File: src/rtl/snes_cart_pkg.sv
// Shared types and command constants for the cartridge bus blocks.
// Covers both the ROM dump path and the flash write path.
package snes_cart_pkg;

    localparam int ADDR_W = 20;
    localparam int DATA_W = 8;

    typedef enum logic [2:0] {IDLE, WRITE, POLL, RESET_CMD, DONE, ERROR} state_e;
    typedef enum logic [1:0] {SETUP, STROBE, HOLD} phase_e;

    localparam logic [ADDR_W-1:0] CMD_ADDR1   = 20'h00555;
    localparam logic [ADDR_W-1:0] CMD_ADDR2   = 20'h002AA;
    localparam logic [DATA_W-1:0] CMD_UNLOCK1 = 8'hAA;
    localparam logic [DATA_W-1:0] CMD_UNLOCK2 = 8'h55;
    localparam logic [DATA_W-1:0] CMD_PROGRAM = 8'hA0;
    localparam logic [DATA_W-1:0] CMD_RESET   = 8'hF0;
    localparam logic [DATA_W-1:0] DQ7_MASK    = 8'h80;

    typedef struct packed {
        logic [ADDR_W-1:0] addr;
        logic [DATA_W-1:0] data;
    } bus_word_t;

    // Unlock/program sequence: three command writes, then the user byte.
    function automatic bus_word_t seq_word(input logic [1:0] idx,
                                           input logic [ADDR_W-1:0] addr,
                                           input logic [DATA_W-1:0] data);
        bus_word_t w;
        unique case (idx)
            2'd0:    w = '{addr: CMD_ADDR1, data: CMD_UNLOCK1};
            2'd1:    w = '{addr: CMD_ADDR2, data: CMD_UNLOCK2};
            2'd2:    w = '{addr: CMD_ADDR1, data: CMD_PROGRAM};
            default: w = '{addr: addr, data: data};
        endcase
        return w;
    endfunction

endpackage

File: src/rtl/snes_flash_writer_if.sv
// Host-side request/status bundle for the flash writer.
interface snes_flash_writer_if;
    logic                            wr_valid;
    logic                            wr_ready;
    logic [snes_cart_pkg::ADDR_W-1:0] wr_addr;
    logic [snes_cart_pkg::DATA_W-1:0] wr_data;
    logic                            done;
    logic                            error;
    logic                            busy;

    modport master (output wr_valid, wr_addr, wr_data,
                    input  wr_ready, done, error, busy);
    modport slave  (input  wr_valid, wr_addr, wr_data,
                    output wr_ready, done, error, busy);
endinterface

File: src/rtl/snes_bus_cycle.sv
// One cartridge bus cycle: write (setup/strobe/hold) or read (oe pulse/recovery).
// A start on the final hold cycle chains the next cycle with no idle gap.
module snes_bus_cycle
    import snes_cart_pkg::*;
#(
    parameter logic [2:0] SETUP_CYCLES = 3'd1,
    parameter logic [2:0] PULSE_CYCLES = 3'd3
) (
    input  logic              clk,
    input  logic              reset,
    input  logic              start,
    input  logic              is_read,
    input  logic [ADDR_W-1:0] addr,
    input  logic [DATA_W-1:0] data,
    input  logic [DATA_W-1:0] data_in,
    output logic              we_n,
    output logic              oe_n,
    output logic              data_oe,
    output logic [ADDR_W-1:0] address,
    output logic [DATA_W-1:0] data_out,
    output logic [DATA_W-1:0] rd_data,
    output logic              cycle_done
);

    logic              active_q, active_d;
    phase_e            phase_q, phase_d;
    logic [2:0]        cnt_q, cnt_d;
    logic              rd_q, rd_d;
    logic [ADDR_W-1:0] addr_q, addr_d;
    logic [DATA_W-1:0] data_q, data_d;
    logic [DATA_W-1:0] rd_data_q, rd_data_d;

    always_ff @(posedge clk) begin
        if (reset) begin
            active_q  <= 1'b0;
            phase_q   <= SETUP;
            cnt_q     <= '0;
            rd_q      <= 1'b0;
            addr_q    <= '0;
            data_q    <= '0;
            rd_data_q <= '0;
        end else begin
            active_q  <= active_d;
            phase_q   <= phase_d;
            cnt_q     <= cnt_d;
            rd_q      <= rd_d;
            addr_q    <= addr_d;
            data_q    <= data_d;
            rd_data_q <= rd_data_d;
        end
    end

    always_comb begin
        active_d  = active_q;
        phase_d   = phase_q;
        cnt_d     = cnt_q;
        rd_d      = rd_q;
        addr_d    = addr_q;
        data_d    = data_q;
        rd_data_d = rd_data_q;
        if (active_q) begin
            unique case (phase_q)
                SETUP: begin
                    if (cnt_q == SETUP_CYCLES - 3'd1) begin
                        phase_d = STROBE;
                        cnt_d   = '0;
                    end else begin
                        cnt_d = cnt_q + 3'd1;
                    end
                end
                STROBE: begin
                    if (cnt_q == PULSE_CYCLES - 3'd1) begin
                        phase_d = HOLD;
                        cnt_d   = '0;
                        // Flash data is sampled on the last oe_n-low cycle.
                        if (rd_q) rd_data_d = data_in;
                    end else begin
                        cnt_d = cnt_q + 3'd1;
                    end
                end
                default: active_d = 1'b0;
            endcase
        end
        if (start) begin
            active_d = 1'b1;
            rd_d     = is_read;
            addr_d   = addr;
            data_d   = data;
            cnt_d    = '0;
            phase_d  = is_read ? STROBE : SETUP;
        end
    end

    assign cycle_done = active_q && (phase_q == HOLD);
    assign we_n       = !(active_q && !rd_q && (phase_q == STROBE));
    assign oe_n       = !(active_q && rd_q && (phase_q == STROBE));
    assign data_oe    = active_q && !rd_q;
    assign address    = addr_q;
    assign data_out   = data_q;
    assign rd_data    = rd_data_q;

endmodule

File: src/rtl/snes_flash_writer.sv
// Byte programmer for JEDEC/AMD-style flash on the cartridge bus:
// unlock + program command writes, data write, then DQ7 polling with timeout.
module snes_flash_writer
    import snes_cart_pkg::*;
#(
    parameter logic [2:0]  SETUP_CYCLES = 3'd1,
    parameter logic [2:0]  PULSE_CYCLES = 3'd3,
    parameter logic [15:0] POLL_LIMIT   = 16'd4096
) (
    input  logic               clk,
    input  logic               reset,
    snes_flash_writer_if.slave host,
    output logic [ADDR_W-1:0]  address,
    output logic [DATA_W-1:0]  data_out,
    output logic               data_oe,
    input  logic [DATA_W-1:0]  data_in,
    output logic               ce_n,
    output logic               we_n,
    output logic               oe_n
);

    state_e            state_q, state_d;
    logic [1:0]        seq_q, seq_d;
    logic [15:0]       poll_cnt_q, poll_cnt_d;
    logic [ADDR_W-1:0] lat_addr_q, lat_addr_d;
    logic [DATA_W-1:0] lat_data_q, lat_data_d;

    logic              bus_start, bus_read, bus_done;
    bus_word_t         bus_word;
    logic [DATA_W-1:0] bus_rd_data;

    snes_bus_cycle #(
        .SETUP_CYCLES(SETUP_CYCLES),
        .PULSE_CYCLES(PULSE_CYCLES)
    ) u_bus (
        .clk       (clk),
        .reset     (reset),
        .start     (bus_start),
        .is_read   (bus_read),
        .addr      (bus_word.addr),
        .data      (bus_word.data),
        .data_in   (data_in),
        .we_n      (we_n),
        .oe_n      (oe_n),
        .data_oe   (data_oe),
        .address   (address),
        .data_out  (data_out),
        .rd_data   (bus_rd_data),
        .cycle_done(bus_done)
    );

    always_ff @(posedge clk) begin
        if (reset) begin
            state_q    <= IDLE;
            seq_q      <= '0;
            poll_cnt_q <= '0;
            lat_addr_q <= '0;
            lat_data_q <= '0;
        end else begin
            state_q    <= state_d;
            seq_q      <= seq_d;
            poll_cnt_q <= poll_cnt_d;
            lat_addr_q <= lat_addr_d;
            lat_data_q <= lat_data_d;
        end
    end

    always_comb begin
        state_d    = state_q;
        seq_d      = seq_q;
        poll_cnt_d = poll_cnt_q;
        lat_addr_d = lat_addr_q;
        lat_data_d = lat_data_q;
        bus_start  = 1'b0;
        bus_read   = 1'b0;
        bus_word   = '{addr: lat_addr_q, data: lat_data_q};
        unique case (state_q)
            IDLE: begin
                if (host.wr_valid) begin
                    lat_addr_d = host.wr_addr;
                    lat_data_d = host.wr_data;
                    seq_d      = 2'd0;
                    bus_start  = 1'b1;
                    bus_word   = seq_word(2'd0, host.wr_addr, host.wr_data);
                    state_d    = WRITE;
                end
            end
            WRITE: begin
                if (bus_done) begin
                    bus_start = 1'b1;
                    if (seq_q == 2'd3) begin
                        bus_read   = 1'b1;
                        poll_cnt_d = '0;
                        state_d    = POLL;
                    end else begin
                        seq_d    = seq_q + 2'd1;
                        bus_word = seq_word(seq_q + 2'd1, lat_addr_q, lat_data_q);
                    end
                end
            end
            POLL: begin
                if (bus_done) begin
                    if (((bus_rd_data ^ lat_data_q) & DQ7_MASK) == '0) begin
                        state_d = DONE;
                    end else if (poll_cnt_q + 16'd1 == POLL_LIMIT) begin
                        // Give up: return the chip to read-array mode before flagging.
                        poll_cnt_d = POLL_LIMIT;
                        bus_start  = 1'b1;
                        bus_word   = '{addr: '0, data: CMD_RESET};
                        state_d    = RESET_CMD;
                    end else begin
                        poll_cnt_d = poll_cnt_q + 16'd1;
                        bus_start  = 1'b1;
                        bus_read   = 1'b1;
                    end
                end
            end
            RESET_CMD: if (bus_done) state_d = ERROR;
            default:   state_d = IDLE;
        endcase
    end

    assign host.wr_ready = (state_q == IDLE);
    assign host.busy     = (state_q != IDLE);
    assign host.done     = (state_q == DONE);
    assign host.error    = (state_q == ERROR);
    assign ce_n          = !(state_q inside {WRITE, POLL, RESET_CMD});

    assert property (@(posedge clk) disable iff (reset) !(data_oe && !oe_n));

endmodule

File: src/flat_wrapper.sv
// flat-port wrapper written by rule: the top's interface ports become plain ports
module snes_flash_writer_flat import snes_cart_pkg::*;
#(
    parameter logic [2:0]  SETUP_CYCLES = 3'd1,
    parameter logic [2:0]  PULSE_CYCLES = 3'd3,
    parameter logic [15:0] POLL_LIMIT   = 16'd4096
)
  (clk, reset, address, data_out, data_oe, data_in, ce_n, we_n, oe_n, host_wr_valid, host_wr_addr, host_wr_data, host_wr_ready, host_done, host_error, host_busy);
  snes_flash_writer_if host_i ();
  input  logic clk;
  input  logic reset;
  output logic [ADDR_W-1:0] address;
  output logic [DATA_W-1:0] data_out;
  output logic data_oe;
  input  logic [DATA_W-1:0] data_in;
  output logic ce_n;
  output logic we_n;
  output logic oe_n;
  input wire logic [$bits(host_i.wr_valid)-1:0] host_wr_valid;
  input wire logic [$bits(host_i.wr_addr)-1:0] host_wr_addr;
  input wire logic [$bits(host_i.wr_data)-1:0] host_wr_data;
  output wire logic [$bits(host_i.wr_ready)-1:0] host_wr_ready;
  output wire logic [$bits(host_i.done)-1:0] host_done;
  output wire logic [$bits(host_i.error)-1:0] host_error;
  output wire logic [$bits(host_i.busy)-1:0] host_busy;
  assign host_i.wr_valid = host_wr_valid;
  assign host_i.wr_addr = host_wr_addr;
  assign host_i.wr_data = host_wr_data;
  assign host_wr_ready = host_i.wr_ready;
  assign host_done = host_i.done;
  assign host_error = host_i.error;
  assign host_busy = host_i.busy;
  snes_flash_writer #(.SETUP_CYCLES(SETUP_CYCLES), .PULSE_CYCLES(PULSE_CYCLES), .POLL_LIMIT(POLL_LIMIT)) u_core (.clk(clk), .reset(reset), .host(host_i), .address(address), .data_out(data_out), .data_oe(data_oe), .data_in(data_in), .ce_n(ce_n), .we_n(we_n), .oe_n(oe_n));
endmodule
File: config.mk
export PLATFORM = sky130hd
export DESIGN_NAME = snes_flash_writer_flat
export DESIGN_NICKNAME = d
export VERILOG_FILES = /design/src/rtl/snes_cart_pkg.sv /design/src/rtl/snes_flash_writer_if.sv /design/src/rtl/snes_bus_cycle.sv /design/src/rtl/snes_flash_writer.sv /design/src/flat_wrapper.sv
export SDC_FILE = /design/constraint.sdc
export NUM_CORES = 1
export LEC_CHECK = 0
export BUFFER_PORTS_ARGS = -buffer_cell sky130_fd_sc_hd__buf_4
export CAP_MARGIN = 30
export CORE_MARGIN = 1.5
export CORE_UTILIZATION = 57
export CTS_CLUSTER_SIZE = 25
export DETAILED_ROUTE_END_ITERATION = 16
export PLACE_DENSITY = 0.85
export SLEW_MARGIN = 20
export SYNTH_ARGS = -nofsm -noshare
export SYNTH_HDL_FRONTEND = slang
export SYNTH_HIERARCHICAL = 1
export SYNTH_SLANG_ARGS = --single-unit
File: constraint.sdc
create_clock -name clk -period 2.7 [get_ports clk]
set_input_delay 0.54 -clock clk [delete_from_list [all_inputs] [get_ports clk]]
set_output_delay 0.54 -clock clk [all_outputs]
set_load 0.01 [all_outputs]
==> impl_metrics.yaml <==
global_route:
  grt_max_degree: 61
  antenna_found_initial: 0
  grt_overflow: 0
  grt_util_all_layers_pct: 27.0
  grt_pass1_wl_mm: 18.1
  grt_pass1_vias: 3835
clock_network:
  htree_levels: 3
  path_clk_slew_ps: 90
  clk_latency_ps: 360
  cts_tree: "built"
  cts-root-buf: "clkbuf_8"
  numCtsBuffers: 9
  clockBufferDepth: 2
  clock_sinks: 85
placed_design:
  gp_congestion: 0.888
  dp_slack_ps: -17.3
  place_hpwl_mm: 7.32
  io_buffers: 67
sta:
  drv_slew: 0
  slew_headroom_pct: 53.6
  period_share_pct: 96.8
  setup_viol: 0
  setup_slack_ps: 86.5
  finalHoldViolCount: 0
  worst_pin_slew_ps: 695
  max_freq_mhz: 383
  fin_crit_ps: 2610
  worst_hold_slack_ps: 419
  rsz0062_at_grt: "yes"
  fin_skew_ps: 7.82
synth:
  synthesis.nets: 591
  syn_area_per_cell_um2: 8.05
  syn-cell-area_um2: 4380
  synthesis.instances: 544
  ys_warn_count: 6
die:
  row_count: 31
  die_area_um2: 8220
  initial_utilization_pct: 59.8
  boundaryPins: 75
  core_area_um2: 7330
  die_w_um: 90.7
  die_h_um: 90.7
worst_setup_path:
  crit_arrival_ps: 2900
  crit_top_cell: "buf_4"
  crit_required_ps: 2990
  crit_fanout: 8
  crit_type: "flop to flop"
  cpMaxStageDelayCell: "dfxtp_4"
  slowest_delay_ps: 380
  cp-end-kind: "flop"
  critical_path.startpoint_type: "flop"
  cp_cell_sequence: "nand4_2 > buf_4 > nor3_2 > nor3_1 > a31oi_4 > nor4_4 > buf_4 > o211ai_4 > o21a_1 > mux2i_2 > nor2_1"
pwr:
  power_mw: 2.57
  cellPowerDensity_nw_per_um2: 478
  vdd_drop_max_mv: 0.500
  leakage_nw: 2.20
layout:
  n_antenna_cell: 0
  layout.nets: 665
  drive_gt1_share_pct: 24.1
  area_growth_pct: 22.8
job:
  max_cap_violations: 0
drt:
  remaining_drc_errors: 0
  wl_per_cell_um: 15.7
  vias: 4253
  finalWirelength_mm: 11.4
  ant_nets: 0
  viasPerCell: 5.89
  drt_first_iter_violations: 432
  first_pass_iters: 6
outcome:
  outcome: "finished, final reports clean"
worst_hold_path:
  hp-class: "input port to flop"
==> path summary, 6_finish.rpt <==
path / startpoint / end / slack [ps] / depth (start not counted)
worst max-delay path: u_core/poll_cnt_q[5] / u_core/u_bus/data_out[0] / 90 / 11
worst max register to register: u_core/poll_cnt_q[5] / u_core/u_bus/data_out[0] / 90 / 11
worst min-delay path: host_wr_data[1] / u_core/lat_data_q[1] / 420 / 3
worst min register to register: u_core/lat_addr_q[15] / u_core/lat_addr_q[15] / 450 / 2
==> power breakdown <==
| group | total (mW) | internal, mW | switching [mW] |
|---|---|---|---|
| clock | 0.853 | 0.368 | 0.486 |
| sequential | 1.34 | 1.30 | 0.0367 |
| combinational | 0.376 | 0.172 | 0.204 |
==> flip-flops by register name, indices dropped and copies added, names as in the netlist <==
register	cells
u_core/poll_cnt_q	16
u_core/u_bus/phase_q	2
u_core/seq_q	2
u_core/state_q	3
u_core/u_bus/rd_q	1
u_core/lat_data_q	8
u_core/lat_addr_q	20
u_core/u_bus/address	20
u_core/u_bus/data_out	8
u_core/u_bus/active_q	1
u_core/u_bus/rd_data	1
u_core/u_bus/cnt_q	3
==> final cells by class <==
type                            instances  area (um2)
Tap cell                               99         124
Clock inverter                          6        46.3
Timing Repair Buffer                   99         768
Fill cell                             536        1950
Clock buffer                           10         138
Multi-Input combinational cell        414        2550
Inverter                                9        33.8
Sequential cell                        85        1710
==> timing repair <==
item,4_1_cts,5_1_grt
buffers inserted,1,3
pin swaps,1,4
gates resized for setup,7,15
endpoints found under the setup margin,10,28
hold buffers,0,0
==> per-stage QoR <==
stage	cell area (um2)	utilization, %	setup TNS (ps)	std cells
2_1_floorplan	4380	-	0	544
3_3_place_gp	5090	69.4	0	702
3_5_place_dp	5090	69.4	-25.9	702
4_1_cts	5300	72.4	0	719
5_1_grt	5380	73.4	-28.0	722
6_report	5380	73.4	0	722
==> metal layers <==
metal | vias to the layer above | part of all wire [%] | global-route usage [%]
li1 | 2041 | - | -
met1 | 2000 | 44 | 35.8
met2 | 190 | 47 | 43.0
met3 | 22 | 7.3 | 4.71
met4 | 0 | 2.0 | 12.0
met5 | - | 0 | 0
==> cells in the final DEF (no fill, tap or decap), drive strengths merged, types with 8 or more instances in the layout <==
| cell type | n |
|---|---|
| inv | 11 |
| nor3 | 13 |
| nor2 | 64 |
| o21a | 14 |
| or3 | 9 |
| buf | 99 |
| dfxtp | 85 |
| nand2b | 9 |
| mux2i | 33 |
| a21oi | 53 |
| clkbuf | 10 |
| nand3 | 12 |
| and2 | 18 |
| ha | 8 |
| o21ai | 14 |
| nor4 | 9 |
| nand2 | 88 |
==> critical path: cells and delay by family, from the launching register on <==
| family | cells | cell delay, ps |
|---|---|---|
| flip-flops | 1 | 380 |
| AO/OA/AOI/OAI | 3 | 860 |
| buffers and inverters | 2 | 350 |
| multiplexers | 1 | 110 |
| AND/OR/NAND/NOR | 5 | 820 |
Power figures use the tool's default switching activity.
